`src/rtl/ysyx_23060303_pkg.sv`:
```
// Shared definitions for the ysyx_23060303 multi-cycle RV32I-subset core:
// opcode constants, the ebreak encoding, FSM state encoding and halt reason codes.
package ysyx_23060303_pkg;

    localparam logic [6:0] OP_IMM = 7'b0010011;
    localparam logic [6:0] OP     = 7'b0110011;
    localparam logic [6:0] LUI    = 7'b0110111;
    localparam logic [6:0] AUIPC  = 7'b0010111;
    localparam logic [6:0] JAL    = 7'b1101111;
    localparam logic [6:0] JALR   = 7'b1100111;
    localparam logic [6:0] SYSTEM = 7'b1110011;

    localparam logic [31:0] EBREAK_INST = 32'h0010_0073;

    typedef enum logic [1:0] {
        FETCH = 2'd0,
        WAIT  = 2'd1,
        EXEC  = 2'd2,
        HALT  = 2'd3
    } state_e;

    localparam logic [1:0] REASON_NONE    = 2'b00;
    localparam logic [1:0] REASON_EBREAK  = 2'b01;
    localparam logic [1:0] REASON_ILLEGAL = 2'b10;

    // True when a 5-bit register index names an implemented register.
    function automatic logic reg_idx_ok(input logic [4:0] idx, input int nr_regs);
        return (int'({27'd0, idx}) < nr_regs);
    endfunction

endpackage

```
`src/rtl/ysyx_23060303_regfile_p.sv`:
```
// Architectural register file: two asynchronous read ports, one synchronous
// write port, asynchronous active-low clear. x0 and unimplemented indices read 0.
module ysyx_23060303_regfile_p
    import ysyx_23060303_pkg::*;
#(
    parameter int XLEN    = 32,
    parameter int NR_REGS = 32
) (
    input  logic            clk,
    input  logic            rst_n,
    input  logic [4:0]      raddr1,
    output logic [XLEN-1:0] rdata1,
    input  logic [4:0]      raddr2,
    output logic [XLEN-1:0] rdata2,
    input  logic            we,
    input  logic [4:0]      waddr,
    input  logic [XLEN-1:0] wdata
);

    localparam int AW = (NR_REGS > 1) ? $clog2(NR_REGS) : 1;

    logic [XLEN-1:0] regs_q [NR_REGS];

    // Register storage: cleared on reset, written when enabled and not x0.
    always_ff @(posedge clk or negedge rst_n) begin
        if (!rst_n) begin
            for (int i = 0; i < NR_REGS; i++) begin
                regs_q[i] <= '0;
            end
        end else if (we && (waddr != 5'd0) && reg_idx_ok(waddr, NR_REGS)) begin
            regs_q[waddr[AW-1:0]] <= wdata;
        end
    end

    // Read port 1: x0 and out-of-range indices return zero.
    always_comb begin
        if ((raddr1 == 5'd0) || !reg_idx_ok(raddr1, NR_REGS)) begin
            rdata1 = '0;
        end else begin
            rdata1 = regs_q[raddr1[AW-1:0]];
        end
    end

    // Read port 2: x0 and out-of-range indices return zero.
    always_comb begin
        if ((raddr2 == 5'd0) || !reg_idx_ok(raddr2, NR_REGS)) begin
            rdata2 = '0;
        end else begin
            rdata2 = regs_q[raddr2[AW-1:0]];
        end
    end

endmodule

```
`src/rtl/ysyx_23060303_mc_cputop.sv`:
```
// Multi-cycle RV32I-subset core (addi/add/lui/auipc/jal/jalr/ebreak).
// FETCH -> WAIT -> EXEC -> FETCH over a valid/ready instruction port; halts on
// ebreak or illegal instruction and reports the reason plus a0.
// Optional feature macro: COMMIT_TRACE_EN adds a registered per-retire commit trace.
module ysyx_23060303_mc_cputop
    import ysyx_23060303_pkg::*;
#(
    parameter int              XLEN     = 32,
    parameter int              NR_REGS  = 32,
    parameter logic [XLEN-1:0] RESET_PC = 32'h8000_0000
) (
    input  logic            clk,
    input  logic            rst,
    output logic            imem_req_vld,
    input  logic            imem_req_rdy,
    output logic [XLEN-1:0] imem_addr,
    input  logic            imem_rsp_vld,
    input  logic [31:0]     imem_rsp_data,
    output logic            halt,
    output logic [1:0]      halt_reason,
    output logic [XLEN-1:0] halt_code,
    output logic [XLEN-1:0] pc
`ifdef COMMIT_TRACE_EN
    ,
    output logic            commit_vld,
    output logic [XLEN-1:0] commit_pc,
    output logic [31:0]     commit_inst,
    output logic            commit_wen,
    output logic [4:0]      commit_rd,
    output logic [XLEN-1:0] commit_wdata
`endif
);

    localparam logic [XLEN-1:0] PC_STEP   = XLEN'(32'd4);
    localparam logic [XLEN-1:0] JALR_MASK = ~(XLEN'(32'd1));

    state_e          state_q, state_d;
    logic [XLEN-1:0] pc_q, pc_d;
    logic [31:0]     inst_q, inst_d;
    logic            req_vld_q, req_vld_d;
    logic            halt_q, halt_d;
    logic [1:0]      halt_reason_q, halt_reason_d;
    logic [XLEN-1:0] halt_code_q, halt_code_d;

    logic [6:0]      opcode_s;
    logic [4:0]      rd_s, rs1_s, rs2_s, raddr2_s;
    logic [2:0]      funct3_s;
    logic [6:0]      funct7_s;
    logic [XLEN-1:0] imm_i_s, imm_u_s, imm_j_s;
    logic [XLEN-1:0] rs1_data_s, rs2_data_s;
    logic [XLEN-1:0] pc_plus4_s, jal_tgt_s, jalr_tgt_s;
    logic [XLEN-1:0] wdata_s, next_pc_s;
    logic            legal_s, ebreak_s, wr_s, add_ok_s, rf_wen_s;

    assign opcode_s   = inst_q[6:0];
    assign rd_s       = inst_q[11:7];
    assign funct3_s   = inst_q[14:12];
    assign rs1_s      = inst_q[19:15];
    assign rs2_s      = inst_q[24:20];
    assign funct7_s   = inst_q[31:25];
    assign imm_i_s    = XLEN'($signed(inst_q[31:20]));
    assign imm_u_s    = XLEN'($signed({inst_q[31:12], 12'd0}));
    assign imm_j_s    = XLEN'($signed({inst_q[31], inst_q[19:12], inst_q[20], inst_q[30:21], 1'b0}));
    assign pc_plus4_s = pc_q + PC_STEP;
    assign jal_tgt_s  = pc_q + imm_j_s;
    assign jalr_tgt_s = (rs1_data_s + imm_i_s) & JALR_MASK;

    // Port 2 serves rs2 for a well-formed add; otherwise it reads a0 for halt_code.
    assign add_ok_s = (opcode_s == OP) && (funct3_s == 3'b000) && (funct7_s == 7'b0000000)
                   && reg_idx_ok(rd_s, NR_REGS) && reg_idx_ok(rs1_s, NR_REGS)
                   && reg_idx_ok(rs2_s, NR_REGS);
    assign raddr2_s = add_ok_s ? rs2_s : 5'd10;

    ysyx_23060303_regfile_p #(
        .XLEN    (XLEN),
        .NR_REGS (NR_REGS)
    ) u_regfile (
        .clk    (clk),
        .rst_n  (rst),
        .raddr1 (rs1_s),
        .rdata1 (rs1_data_s),
        .raddr2 (raddr2_s),
        .rdata2 (rs2_data_s),
        .we     (rf_wen_s),
        .waddr  (rd_s),
        .wdata  (wdata_s)
    );

    // Decode and execute the held instruction: legality, write-back value, next pc.
    always_comb begin
        legal_s   = 1'b0;
        ebreak_s  = 1'b0;
        wr_s      = 1'b0;
        wdata_s   = '0;
        next_pc_s = pc_plus4_s;
        case (opcode_s)
            OP_IMM: begin
                if ((funct3_s == 3'b000) && reg_idx_ok(rd_s, NR_REGS) && reg_idx_ok(rs1_s, NR_REGS)) begin
                    legal_s = 1'b1;
                    wr_s    = 1'b1;
                    wdata_s = rs1_data_s + imm_i_s;
                end else begin
                    legal_s = 1'b0;
                end
            end
            OP: begin
                if (add_ok_s) begin
                    legal_s = 1'b1;
                    wr_s    = 1'b1;
                    wdata_s = rs1_data_s + rs2_data_s;
                end else begin
                    legal_s = 1'b0;
                end
            end
            LUI: begin
                if (reg_idx_ok(rd_s, NR_REGS)) begin
                    legal_s = 1'b1;
                    wr_s    = 1'b1;
                    wdata_s = imm_u_s;
                end else begin
                    legal_s = 1'b0;
                end
            end
            AUIPC: begin
                if (reg_idx_ok(rd_s, NR_REGS)) begin
                    legal_s = 1'b1;
                    wr_s    = 1'b1;
                    wdata_s = pc_q + imm_u_s;
                end else begin
                    legal_s = 1'b0;
                end
            end
            JAL: begin
                if (!jal_tgt_s[1] && reg_idx_ok(rd_s, NR_REGS)) begin
                    legal_s   = 1'b1;
                    wr_s      = 1'b1;
                    wdata_s   = pc_plus4_s;
                    next_pc_s = jal_tgt_s;
                end else begin
                    legal_s = 1'b0;
                end
            end
            JALR: begin
                if ((funct3_s == 3'b000) && !jalr_tgt_s[1] && reg_idx_ok(rd_s, NR_REGS)
                    && reg_idx_ok(rs1_s, NR_REGS)) begin
                    legal_s   = 1'b1;
                    wr_s      = 1'b1;
                    wdata_s   = pc_plus4_s;
                    next_pc_s = jalr_tgt_s;
                end else begin
                    legal_s = 1'b0;
                end
            end
            SYSTEM: begin
                if (inst_q == EBREAK_INST) begin
                    legal_s  = 1'b1;
                    ebreak_s = 1'b1;
                end else begin
                    legal_s = 1'b0;
                end
            end
            default: begin
                legal_s = 1'b0;
            end
        endcase
    end

    assign rf_wen_s = (state_q == EXEC) && legal_s && !ebreak_s && wr_s && (rd_s != 5'd0);

    // FSM next-state: request, capture, execute, halt.
    always_comb begin
        state_d       = state_q;
        pc_d          = pc_q;
        inst_d        = inst_q;
        req_vld_d     = req_vld_q;
        halt_d        = halt_q;
        halt_reason_d = halt_reason_q;
        halt_code_d   = halt_code_q;
        case (state_q)
            FETCH: begin
                if (!req_vld_q) begin
                    req_vld_d = 1'b1;
                end else if (imem_req_rdy) begin
                    req_vld_d = 1'b0;
                    state_d   = WAIT;
                end else begin
                    req_vld_d = 1'b1;
                end
            end
            WAIT: begin
                if (imem_rsp_vld) begin
                    inst_d  = imem_rsp_data;
                    state_d = EXEC;
                end else begin
                    state_d = WAIT;
                end
            end
            EXEC: begin
                if (ebreak_s) begin
                    state_d       = HALT;
                    halt_d        = 1'b1;
                    halt_reason_d = REASON_EBREAK;
                    halt_code_d   = rs2_data_s;
                end else if (!legal_s) begin
                    state_d       = HALT;
                    halt_d        = 1'b1;
                    halt_reason_d = REASON_ILLEGAL;
                    halt_code_d   = rs2_data_s;
                end else begin
                    state_d   = FETCH;
                    pc_d      = next_pc_s;
                    req_vld_d = 1'b1;
                end
            end
            HALT: begin
                req_vld_d = 1'b0;
            end
            default: begin
                state_d   = HALT;
                req_vld_d = 1'b0;
            end
        endcase
    end

    // FSM state and registered outputs.
    always_ff @(posedge clk or negedge rst) begin
        if (!rst) begin
            state_q       <= FETCH;
            pc_q          <= RESET_PC;
            inst_q        <= 32'h0000_0000;
            req_vld_q     <= 1'b0;
            halt_q        <= 1'b0;
            halt_reason_q <= REASON_NONE;
            halt_code_q   <= '0;
        end else begin
            state_q       <= state_d;
            pc_q          <= pc_d;
            inst_q        <= inst_d;
            req_vld_q     <= req_vld_d;
            halt_q        <= halt_d;
            halt_reason_q <= halt_reason_d;
            halt_code_q   <= halt_code_d;
        end
    end

    assign imem_req_vld = req_vld_q;
    assign imem_addr    = pc_q;
    assign pc           = pc_q;
    assign halt         = halt_q;
    assign halt_reason  = halt_reason_q;
    assign halt_code    = halt_code_q;

`ifdef COMMIT_TRACE_EN
    logic            commit_vld_q, commit_vld_d;
    logic [XLEN-1:0] commit_pc_q;
    logic [31:0]     commit_inst_q;
    logic            commit_wen_q;
    logic [4:0]      commit_rd_q;
    logic [XLEN-1:0] commit_wdata_q;

    assign commit_vld_d = (state_q == EXEC) && legal_s;

    // Commit trace: one pulse per retired instruction, ebreak included.
    always_ff @(posedge clk or negedge rst) begin
        if (!rst) begin
            commit_vld_q   <= 1'b0;
            commit_pc_q    <= '0;
            commit_inst_q  <= 32'h0000_0000;
            commit_wen_q   <= 1'b0;
            commit_rd_q    <= 5'd0;
            commit_wdata_q <= '0;
        end else begin
            commit_vld_q   <= commit_vld_d;
            commit_pc_q    <= pc_q;
            commit_inst_q  <= inst_q;
            commit_wen_q   <= rf_wen_s;
            commit_rd_q    <= rd_s;
            commit_wdata_q <= wdata_s;
        end
    end

    assign commit_vld   = commit_vld_q;
    assign commit_pc    = commit_pc_q;
    assign commit_inst  = commit_inst_q;
    assign commit_wen   = commit_wen_q;
    assign commit_rd    = commit_rd_q;
    assign commit_wdata = commit_wdata_q;
`endif

endmodule
```
`config.mk`:
```
export PLATFORM = sky130hd
export DESIGN_NAME = ysyx_23060303_mc_cputop
export DESIGN_NICKNAME = d
export VERILOG_FILES = /design/src/rtl/ysyx_23060303_pkg.sv /design/src/rtl/ysyx_23060303_regfile_p.sv /design/src/rtl/ysyx_23060303_mc_cputop.sv
export SDC_FILE = /design/constraint.sdc
export NUM_CORES = 2
export LEC_CHECK = 0
export CORE_MARGIN = 1
export CORE_UTILIZATION = 59
export DETAILED_ROUTE_END_ITERATION = 6
export PLACE_DENSITY = 0.87
export REMOVE_ABC_BUFFERS = 1
export SLEW_MARGIN = 0
export SYNTH_ARGS = -nofsm -noshare
export SYNTH_HDL_FRONTEND = slang
export SYNTH_HIERARCHICAL = 1
export SYNTH_SLANG_ARGS = --single-unit
```
`constraint.sdc`:
```
create_clock -name clk -period 13.55 [get_ports clk]
set_input_delay 1.355 -clock clk [delete_from_list [all_inputs] [get_ports clk]]
set_output_delay 1.355 -clock clk [all_outputs]
set_load 0.01 [all_outputs]
```
==> metrics.yaml <==
outcome:
  status: "complete, but fails checks"
  violations: "DRC, capacitance limit, slew limit"
clock_tree:
  worstSkewPairLatency_ns: 0.75
  cts_resized: 0
  cts_setup_buffers: 0
  cts_buffers: 114
  cts.sinks: 1125
  cts-htree-levels: 3
  holdBufCountCts: 0
  cts_tree: "built"
  cts_buffer_depth: 3
  clk_pin_slew_ns: 0.07
  cts-root-buf: "clkbuf_16"
timing:
  fmax_mhz: 103
  tightest_slew_ns: 1.62
  finalMaxSlewViolations: 3
  setup_viol: 0
  rsz0062_at_grt: "no"
  max-slew-margin-rel: -0.0856
  fin_crit_ns: 9.71
  finalHoldViolCount: 0
  period_share: 0.717
  clock-skew-final_ns: 0.0350
global_routing:
  antenna_found_initial: 9
  grt.overflow.total: 0
  track_usage: 0.405
  grt_max_degree: 178
  grt_pass1_wl_um: 338000
  grt_pass1_vias: 50800
cells_and_area:
  area_growth_pct: 8.93
  nets: 5152
  final_util: 0.652
  mostFrequentLayoutCells: "dfrtp_1, mux2_2, mux4_2"
  drive_gt1_frac: 0.380
  final_common_cell: "dfrtp_1"
yosys:
  synthesis.area_um2: 66600
  yosys.area_share.simple: 0.0524
  syn_inst: 5162
  synth_top_flop_cell: "dfrtp_1"
  synth_top_family_by_area: "multiplexers"
  synth_compound_area_frac: 0.0844
  synth_edf_count: 0
  ys_ff_latch: 1125
  synth_seq_area_share: 0.423
  yosysWarnings: 6
  synthMuxAreaShare: 0.363
  syn_area_per_cell_um2: 12.9
  synthArstFlopShare: 1.00
  synth_fa_ha_area_frac: 0.0219
  synth-xor-area-share: 0.0134
  ys_types: 88
pwr:
  total_power_mw: 11.1
  irDropWorstVdd_uv: 157
  powerDensity_nw_per_um2: 153
  leakagePower_nw: 32.5
detailed_routing:
  route.detailed.drc: 33
  drtAntennaViolNets: 0
  wl_um: 230000
  wl_per_cell_um: 34.9
  via_count: 50400
  routed_via_density: 7.65
  dr.first_iter.drc_count: 7323
  drtPass1Iterations: 7
critical_path:
  reg2reg_slack_ns: 3.84
  required_ns: 14.21
  endpoint_kind: "flop"
  critPathLaunchType: "flop"
  cp_max_fo: 42
  worst_ep_arrival_time_ns: 10.37
  crit_type: "flop to flop"
floorplanning:
  core_um2: 111000
  fp.dieArea_um2: 114000
  die_y_um: 338
  initial_utilization: 0.598
  ios: 136
  die_x_um: 338
  rows: 122
place:
  port_buffers: 133
  gp_congestion: 1.06
  dpl.hpwl_um: 141000
run:
  cap_violations: 1
worst_hold_path:
  hp-class: "flop to flop"
layout make-up:
class / instances / area [um^2]
multi-input cells: 3452 / 36000
repair buffers: 267 / 2400
flip-flops and latches: 1125 / 28200
well taps: 1488 / 1860
clock buffers: 155 / 3230
diodes: 6 / 15.0
clock inverters: 54 / 732
fillers: 7571 / 38700
inverters: 42 / 158
state kept, by name, indices dropped and copies added (netlist names):
signal            count
halt                  1
imem_addr            31
halt_code            32
imem_req_vld          1
inst_q               32
state_q               2
u_regfile/regs_q   1024
halt_reason           2
synth_stat cells (10+ instances only):
cell,number,area share
o211ai_1,25,0.0028
and3_1,20,0.0019
mux2_2,1054,0.18
a211oi_1,61,0.0069
inv_1,42,0.0024
a21o_1,57,0.0064
nor4_1,15,0.0014
a22oi_1,24,0.0027
a22o_1,54,0.0071
nand2_1,262,0.015
nand4_1,29,0.0027
buf_1,71,0.0040
a21oi_1,143,0.011
and2_1,19,0.0018
nor3_1,86,0.0065
xor2_1,42,0.0055
a221oi_1,18,0.0024
clkbuf_1,262,0.015
o21a_1,19,0.0021
nand3_1,58,0.0044
a222oi_1,17,0.0026
buf_4,76,0.0086
o21bai_1,10,0.0011
o31ai_1,13,0.0015
a2111oi_0,27,0.0036
nor2b_1,34,0.0032
buf_6,21,0.0036
a31oi_1,24,0.0023
o221ai_1,34,0.0045
nand2b_1,25,0.0023
o22ai_1,85,0.0080
or3_1,14,0.0013
o21ai_0,119,0.0089
xnor2_1,60,0.0079
mux4_2,466,0.16
mux2i_1,170,0.026
buf_2,113,0.0085
nor2_1,124,0.0070
dfrtp_1,1124,0.42
ha_1,110,0.021
report_power, final:
| group | internal (mW) | switching, mW | total (mW) | leakage, nW |
|---|---|---|---|---|
| clock | 1.93 | 1.43 | 3.36 | 1.94 |
| combinational | 1.37 | 2.75 | 4.12 | 14.9 |
| sequential | 3.42 | 0.229 | 3.65 | 15.6 |
| total | 6.72 | 4.41 | 11.1 | 32.5 |
worst max-delay path: stages, from the launching register on:
cell and delay (ns):
dfrtp_1 0.45, nor4_1 0.58, and3_1 0.33, and3_1 0.33, buf_4 0.32, and2_4 0.75
buf_4 0.65, buf_4 0.71, mux4_2 0.59, a22o_1 0.24, a2111oi_0 0.80, nor3_1 0.17
buf_4 0.23, ha_1 0.21, a21o_1 0.19, a21oi_1 0.18, o21ai_0 0.12, a221oi_1 0.29
o31a_1 0.28, nor2_1 0.07, o31ai_1 0.63, a221o_1 1.03, mux2_2 0.33
metal layers:
layer | track usage | wire [um]
met1 | 0.512 | 80000
met2 | 0.584 | 98500
met3 | 0.145 | 32300
met4 | 0.280 | 19000
met5 | 0 | 121
metrics by stage:
step	hold WS (ns)	TNS, ns	setup WS (ns)	instances	area [um^2]
floorplan	0.365	-6261.69	-7.65	4619	64000
global placement	0.376	0	4.64	6374	68600
detailed placement	0.384	0	4.34	6374	68600
CTS	0.398	0	4.21	6583	72500
global route	0.415	0	3.58	6583	72500
finish	0.399	0	3.84	6589	72500
kinds of logic after synthesis:
group / after synthesis
and+or+nand+nor: 729
DFF: 1125
AOI/OAI and AO/OA: 808
other: 1
muxes: 1697
buffers and inverters: 586
xor gates and xnor gates: 102
adders and majority gates: 114
worst paths after layout:
path	depth (start not counted)	from	to
max	22	inst_q[13]	u_regfile/regs_q[349]
min	0	u_regfile/regs_q[997]	u_regfile/regs_q[997]
max reg2reg	22	inst_q[13]	u_regfile/regs_q[349]
min reg2reg	0	u_regfile/regs_q[997]	u_regfile/regs_q[997]
max in group asynchronous	4	rst	inst_q[16]
min in group asynchronous	1	rst	u_regfile/regs_q[421]
No activity file was read; power rests on OpenSTA's default activity.
